[src/rtl/data_output.sv]
// data_output: serial transmit path for audio words.
// The host pushes words into a FIFO with `load`. While `enable` is high the
// transmitter pops one word per 24-cycle slot and shifts it out LSB first on
// `serial`, one bit per clock. If a slot begins with the FIFO empty, a zero
// word is sent instead and the sticky `underrun` flag is set. `rpi_interrupt`
// asks the host for more data once the fill level falls to the low-water mark.
// It stays asserted, with hysteresis, until the FIFO is full again.
module data_output #(
    parameter int WORD_W    = 24,
    parameter int DEPTH     = 64,
    parameter int LOW_WATER = 32
) (
    input  logic              clk,
    input  logic              rst_n,
    input  logic [WORD_W-1:0] data,
    input  logic              load,
    input  logic              enable,
    input  logic              underrun_clr,
    output logic              serial,
    output logic              word_start,
    output logic              rpi_interrupt,
    output logic              full,
    output logic              empty,
    output logic              underrun,
    output logic              overflow
);

    localparam int PTR_W = $clog2(DEPTH);
    localparam int CNT_W = PTR_W + 1;
    localparam int BIT_W = $clog2(WORD_W);

    localparam logic [CNT_W-1:0] DEPTH_C    = CNT_W'(DEPTH);
    localparam logic [CNT_W-1:0] LOW_C      = CNT_W'(LOW_WATER);
    localparam logic [BIT_W-1:0] LAST_BIT_C = BIT_W'(WORD_W - 1);

    // FIFO state
    logic [WORD_W-1:0] r_mem [DEPTH];
    logic [PTR_W-1:0]  r_wr_ptr;
    logic [PTR_W-1:0]  r_rd_ptr;
    logic [CNT_W-1:0]  r_count;

    // Transmitter state
    logic [BIT_W-1:0]  r_bit_cnt;
    logic [WORD_W-1:0] r_shreg;
    logic              r_serial;
    logic              r_word_start;

    // Flags
    logic              r_irq;
    logic              r_underrun;
    logic              r_overflow;

    // Per-cycle decode
    logic              w_full;
    logic              w_empty;
    logic              w_slot;
    logic              w_pop;
    logic              w_push;
    logic              w_drop;
    logic [WORD_W-1:0] w_next_word;

    assign w_full  = (r_count == DEPTH_C);
    assign w_empty = (r_count == '0);

    // A slot starts on every enabled cycle with bit_cnt at 0. That is the only
    // point where the FIFO is read, so there is at most one pop per word time.
    assign w_slot = enable && (r_bit_cnt == '0);
    assign w_pop  = w_slot && !w_empty;

    // A load into a full FIFO is still accepted if a pop frees a slot on the
    // same edge. A pop decision uses the pre-edge count, so a load into an
    // empty FIFO is never passed straight through to the transmitter.
    assign w_push = load && (!w_full || w_pop);
    assign w_drop = load && w_full && !w_pop;

    // Word that enters the shift register at a slot: the FIFO head, or zeros on underrun.
    assign w_next_word = w_pop ? r_mem[r_rd_ptr] : '0;

    // Write accepted words into the storage array.
    // NOTE: the storage array has no reset. A slot is never read before it
    // has been written, and a reset-free array can map onto block RAM.
    always_ff @(posedge clk) begin
        if (w_push) begin
            r_mem[r_wr_ptr] <= data;
        end
    end

    // Advance the pointers and track the fill level; the pointers wrap naturally.
    // NOTE: all clocked state uses non-blocking assignments, so every register
    // reads pre-edge values no matter what order the blocks run in.
    always_ff @(posedge clk or negedge rst_n) begin
        if (!rst_n) begin
            r_wr_ptr <= '0;
            r_rd_ptr <= '0;
            r_count  <= '0;
        end else begin
            if (w_push) begin
                r_wr_ptr <= r_wr_ptr + 1'b1;
            end
            if (w_pop) begin
                r_rd_ptr <= r_rd_ptr + 1'b1;
            end
            case ({w_push, w_pop})
                2'b10:   r_count <= r_count + 1'b1;
                2'b01:   r_count <= r_count - 1'b1;
                default: r_count <= r_count;
            endcase
        end
    end

    // Serialize: load a word at bit 0, then emit bits 1..WORD_W-1. Dropping
    // enable abandons the word in flight.
    always_ff @(posedge clk or negedge rst_n) begin
        if (!rst_n) begin
            r_bit_cnt    <= '0;
            r_shreg      <= '0;
            r_serial     <= 1'b0;
            r_word_start <= 1'b0;
        end else if (!enable) begin
            r_bit_cnt    <= '0;
            r_serial     <= 1'b0;
            r_word_start <= 1'b0;
        end else if (r_bit_cnt == '0) begin
            r_shreg      <= w_next_word;
            r_serial     <= w_next_word[0];
            r_word_start <= 1'b1;
            r_bit_cnt    <= BIT_W'(1);
        end else begin
            r_serial     <= r_shreg[r_bit_cnt];
            r_word_start <= 1'b0;
            r_bit_cnt    <= (r_bit_cnt == LAST_BIT_C) ? '0 : r_bit_cnt + 1'b1;
        end
    end

    // Refill request with hysteresis: set at or below the low-water mark,
    // cleared only when the FIFO is full again or transmission stops.
    always_ff @(posedge clk or negedge rst_n) begin
        if (!rst_n) begin
            r_irq <= 1'b0;
        end else if (!enable || w_full) begin
            r_irq <= 1'b0;
        end else if (r_count <= LOW_C) begin
            r_irq <= 1'b1;
        end
    end

    // Sticky error flags. An underrun in the same cycle as a clear wins, so no event is lost.
    always_ff @(posedge clk or negedge rst_n) begin
        if (!rst_n) begin
            r_underrun <= 1'b0;
            r_overflow <= 1'b0;
        end else begin
            if (w_slot && w_empty) begin
                r_underrun <= 1'b1;
            end else if (underrun_clr) begin
                r_underrun <= 1'b0;
            end
            if (w_drop) begin
                r_overflow <= 1'b1;
            end
        end
    end

    assign serial        = r_serial;
    assign word_start    = r_word_start;
    assign rpi_interrupt = r_irq;
    assign full          = w_full;
    assign empty         = w_empty;
    assign underrun      = r_underrun;
    assign overflow      = r_overflow;

endmodule

[config.mk]
export PLATFORM = sky130hd
export DESIGN_NAME = data_output
export DESIGN_NICKNAME = d
export VERILOG_FILES = /design/src/rtl/data_output.sv
export SDC_FILE = /design/constraint.sdc
export NUM_CORES = 2
export LEC_CHECK = 0
export CORE_MARGIN = 8
export CORE_UTILIZATION = 68
export DETAILED_ROUTE_END_ITERATION = 7
export GPL_ROUTABILITY_DRIVEN = 0
export GPL_TIMING_DRIVEN = 0
export PLACE_DENSITY_LB_ADDON = 0.25
export REMOVE_ABC_BUFFERS = 1
export SKIP_LAST_GASP = 1
export SYNTH_ARGS = -nofsm -noshare
export SYNTH_HDL_FRONTEND = slang
export SYNTH_SLANG_ARGS = --single-unit
[constraint.sdc]
create_clock -name clk -period 6.4 [get_ports clk]
set_input_delay 1.92 -clock clk [delete_from_list [all_inputs] [get_ports clk]]
set_output_delay 1.92 -clock clk [all_outputs]
set_load 0.1 [all_outputs]
## Yosys cells after proc, flatten, opt, wreduce, memory -nomap -nowiden

Memory sizes are Yosys's and may differ from the RTL's.
Index checks and enable logic that the tools add are counted.

| cells by class | value |
|---|---|
| add/subtract/negate cells | 5 |
| order comparisons | 2 |
| equal/unequal tests | 4 |
| mux-type cells | 17 |
| reductions and logical operators | 18 |

Operators with widths:

| operator | count |
|---|---|
| 24-bit two-way mux | 1 |
| 5-bit two-way mux | 3 |
| 7-bit one-hot mux with 2 select lines | 1 |
| 6-bit by 1-bit adder with 6-bit output, second input constant | 2 |
| 1-bit two-way mux | 11 |
| 7-bit by 1-bit adder with 7-bit output, second input constant | 1 |
| 7-bit equality test, second input constant | 1 |
| 7-bit by 6-bit <= comparator with 1-bit output, second input constant | 1 |
| 7-bit zero test | 1 |
| 7-bit by 1-bit subtractor with 7-bit output, second input constant | 1 |
| 1-bit logical AND | 6 |
| 5-bit by 6-bit less-than comparator with 1-bit output, second input constant | 1 |
| 2-bit nonzero test | 3 |
| 5-bit by 1-bit adder with 5-bit output, second input constant | 1 |
| 1-bit binary-select mux with 5-bit select | 1 |
| 5-bit equality test, second input constant | 1 |
| 5-bit zero test | 1 |
| 1-bit zero test | 4 |
| 2-bit by 1-bit equality test with 1-bit output, second input constant | 1 |
| 2-bit equality test, second input constant | 1 |
| 1-bit logical OR | 2 |
| 2-bit AND reduction | 1 |

| storage, ports and cells | value |
|---|---|
| bits in registers | 53 |
| RAM bits | 1,536 |
| bits of input ports | 29 |
| memories | 1 |

Memories:

| memory | words | width | rd ports | clocked after Yosys merged registers in | write ports | line | RTL |
|---|---|---|---|---|---|---|---|
| r_mem | 64 | 24 | 1 | 0 | 1 | 37 | `logic [WORD_W-1:0] r_mem [DEPTH];` |

## Longest topological paths before layout

| depth | value |
|---|---|
| depth in word-level cells | 7 |
| gate-level depth with buffers | 14 |

## Worst setup path before layout

No wires, ideal clock.

| timing | value |
|---|---|
| kind | input to register |
| start | input port enable |
| end | memory r_mem[56][0], enable pin |
| arrival time | 3.707 ns |
| required time | 5.995 ns |
| path slack | 2.289 ns |
| stages on the path | 4 |
| path buffers | 0 |
| path through | nand2_1 > a211oi_1 > nand2_1 > nor2_1 |

| on the way | value |
|---|---|
| word-level cells in the longest chain between the ends | 6 |

RTL lines:

| item | line | RTL |
|---|---|---|
| from (decl) | 17 | `input logic enable,` |
| 1-bit logical AND | 67 | `assign w_slot = enable && (r_bit_cnt == '0);` |
| 1-bit logical AND | 68 | `assign w_pop = w_slot && !w_empty;` |
| 1-bit logical OR | 73 | `assign w_push = load && (!w_full \|\| w_pop);` |
| 1-bit logical AND | 73 |  |
| 1-bit two-way mux | 83 | `if (w_push) begin` |
| 1-bit two-way mux (not written as such) | 84 | `r_mem[r_wr_ptr] <= data;` |
| to (decl) | 37 |  |

Every way passes these cells.

## Worst setup path after layout

| timing | value |
|---|---|
| start | register r_count[1] |
| end | output port full |

| on the way | value |
|---|---|
| word-level cells in the longest chain between the ends | 1 |

RTL lines:

| item | line | RTL |
|---|---|---|
| from (decl) | 40 | `logic [CNT_W-1:0] r_count;` |
| from (signal assigned) | 104 | `2'b10: r_count <= r_count + 1'b1;` |
| from (signal assigned) | 105 | `2'b01: r_count <= r_count - 1'b1;` |
| from (signal assigned) | 106 | `default: r_count <= r_count;` |
| 7-bit equality test | 62 | `assign w_full = (r_count == DEPTH_C);` |
| to (decl) | 22 | `output logic full,` |

Every way passes these cells.

==> metrics <==
final wirelength=158.3 mm; Synth Area in Compound Gates=3.603%; clock network fraction of design power=a little under 30%; IO Pins=36; Critical Path End Type=output port; main combinational cell family by area after synthesis=multiplexers; Synth area leaders=edfxtp_1 (75%), mux4_2 (11%), mux2i_1 (4.3%), dfrtp_1 (2.2%), nor2_1 (0.72%); drt pass-1 iters=6; Pint=around 20 mW; Max-cap violations=4; core area=approximately 90000 µm²; Worst Path Buf+Inv=2; Post-CTS Hold Fix Bufs=0; CP top delay family=buffers and inverters; Cell Pwr Density=423.4 nW/µm²; Reg2Reg Depth=9; Residual DRC=0; initial antenna violation count=3; total net switching power=9.205 mW; die area=between 90000 and 100000 µm²; syn avg cell area=21.23 µm²; row cnt=110; Hold Fails Final Rpt=0; final antenna-violating net count=0; post-DP HPWL=89.27 mm; synthesized flop and latch total=between 1500 and 2000; Finish-stage setup viols=0; Post-Synth XOR/XNOR Area=0.2003%; startpoint type of the worst setup path=flop; drt initial violations=5269; post-synthesis mux area share=15.33%; worst-path fanout max=5; Post-synth EDFFs=roughly 1500; capture point of the critical path=full; Worst-path clk slew=60 ps; Num CTS Buffers=between 150 and 200; register area share after synthesis=about 78%; P_leak=22.58 nW; setup slack at placement=-404.0 ps; failing checks=max-capacitance violations, max-slew violations; max-slew violations=6; status=finished with violations; Yosys cell types=53; FF-to-FF Start=r_rd_ptr[0]; PnR worst setup slack=between 500 and 600 ps; period utilization=approximately nine tenths; Synth Area in Simple Gates=1.686%; cells after synthesis=2884; Synth area leader=edfxtp_1; Syn. warnings=0; global router's overall resource usage=31.92%; register share of total power=42.1%; Die H=316.1 µm; largest net degree at the start of global routing=65; unrepaired setup endpoints after global routing=false; Adder-Cell Fraction of Synth Area=0.2166%; global-route wire length before repair=between 200 and 250 mm; IO Port Bufs=35; r2r setup slk=1270 ps; WP depth=4; CTS H-tree depth=4; DR WL/cell=36.56 µm; Post-Syn Area=between 60000 and 70000 µm²; Yosys top cell area share=75.33%; Max Fclk=170.7 MHz; share of cells above drive strength 1=24.40%; Main synth FF type=edfxtp_1; Vias=32304; P&R area growth vs syn=14.28%; critical-path cell list=nor4_1, nand4_1, inv_1, clkdlybuf4s50_1; Logic pwr share=28.3%; Async S/R FF share, synth=under 10%; CP Data Arrival Time=between 3000 and 4000 ps; post-layout min period=approximately 6000 ps; post-route setup TNS=0 ps; Final #Nets=3067; Crit. Startpoint=r_count[1]; clk_skew=33.98 ps; Vias/cell=around 7.5; CTS max path bufs=3; relative slew slack=-12.31%; die width=316.1 µm; number of global-route vias before repair=32638; gr ovfl total=0; critical setup path kind=reg2out; CTS resizes=0; worst IR drop on VDD=0.0004084 V; r2r endpoint=r_shreg[5]; worst slew pin tran=1642 ps; HP Class=reg2reg; postcts setup bufs=0; Initial Utilization=roughly two thirds; max incr delay on CP=1220 ps; Sw Ratio=31.07%; CTS tree=yes; clk_lat worst skew=around 770 ps; Crit-path slowest cell=clkdlybuf4s50_1; Critical Path RT=~4500 ps; Root Driver=clkbuf_16; total clock sinks=1589
## worst min-delay path by stage
stage / start / end / slack (ps) / cells after the start
floorplan: r_rd_ptr[5] / r_rd_ptr[5] / 460 / 1
global placement: overflow / overflow / 450 / 1
detailed placement: overflow / overflow / 460 / 1
CTS: overflow / overflow / 480 / 1
global route: overflow / overflow / 510 / 1
finish: overflow / overflow / 470 / 1
## cell usage after synthesis, drive strengths merged (3+ instances only)
cell type	number
nand4	6
xnor2	10
a21o	3
dfrtp	53
a2111oi	45
a21oi	55
nor3	5
clkbuf	82
o221ai	48
or2	24
buf	86
inv	16
edfxtp	1536
nand2	42
nand3	11
nor2b	4
mux2i	263
xor2	4
o21ai	7
ha	9
nand3b	3
or3	3
mux4	296
o311ai	24
a221o	24
a22oi	25
and2	3
nor2	118
mux2	8
and3	3
o22ai	45
## cell type report
type / instances / area, µm²
sequential: 1589 / 47470
fill: 4093 / 19630
multi-input combinational: 1111 / 13440
clock buffer: 198 / 4134
timing repair buffer: 158 / 2715
tap: 1176 / 1471
clock inverter: 80 / 684.4
inverter: 16 / 60.06
antenna: 1 / 2.502
## power groups by stage
stage                     clock network (mW)  logic (mW)  registers [mW]
final                                   8.77        8.39            12.5
after global placement                     0        6.06            13.2
after global routing                    9.15        8.70            12.5
after floorplan                            0        4.58            13.0
after detailed placement                   0        8.00            12.6
after CTS                               8.79        8.24            12.5
## layer usage
metal  routed length (µm)  vias up  GRT usage (%)
li1                     -    12414              -
met1                54070    16503          42.33
met2                74630     2845          50.00
met3                20840      540          8.365
met4                 8710        2          15.52
met5                   10        -              0
## kinds of logic (layout without fill, tap and decap cells)
family | Yosys count | in the layout
XOR/XNOR | 14 | 14
buffers and inverters | 184 | 452
AND/OR/NAND/NOR | 229 | 229
AO/OA/AOI/OAI | 291 | 291
other | 0 | 1
multiplexers | 567 | 567
adder cells (fa/ha/maj) | 10 | 10
flip-flops | 1589 | 1589
## stage by stage
stage / hold slack (ps) / total power [mW] / utilization [%] / std cells / instance area (µm²)
finish: 472.5 / 29.63 / 78.09 / 4329 / 69970
global route: 507.8 / 30.36 / 78.09 / 4328 / 69970
CTS: 477.5 / 29.48 / 78.06 / 4325 / 69940
floorplan: 456.1 / 17.55 / - / 2716 / 60390
detailed placement: 464.4 / 20.64 / 72.69 / 4047 / 65130
global placement: 450.2 / 19.30 / 69.44 / 3927 / 62210
## sequential cells by signal, indices dropped and copies added (netlist names)
name,flops
r_rd_ptr,6
underrun,1
word_start,1
r_bit_cnt,5
serial,1
overflow,1
r_mem,1536
rpi_interrupt,1
r_shreg,24
r_count,7
r_wr_ptr,6
## placed cells by master, fill, tap and decap left out, types with 33 or more instances in the layout
cell / instances
nor2_1: 53
nand2_1: 41
nor2_4: 65
mux4_2: 296
o221ai_1: 48
dfrtp_1: 48
buf_12: 60
buf_16: 39
mux2i_1: 263
o22ai_1: 45
clkbuf_1: 37
clkbuf_16: 158
buf_2: 33
a21oi_1: 55
edfxtp_1: 1536
Power figures use the tool's default switching activity.
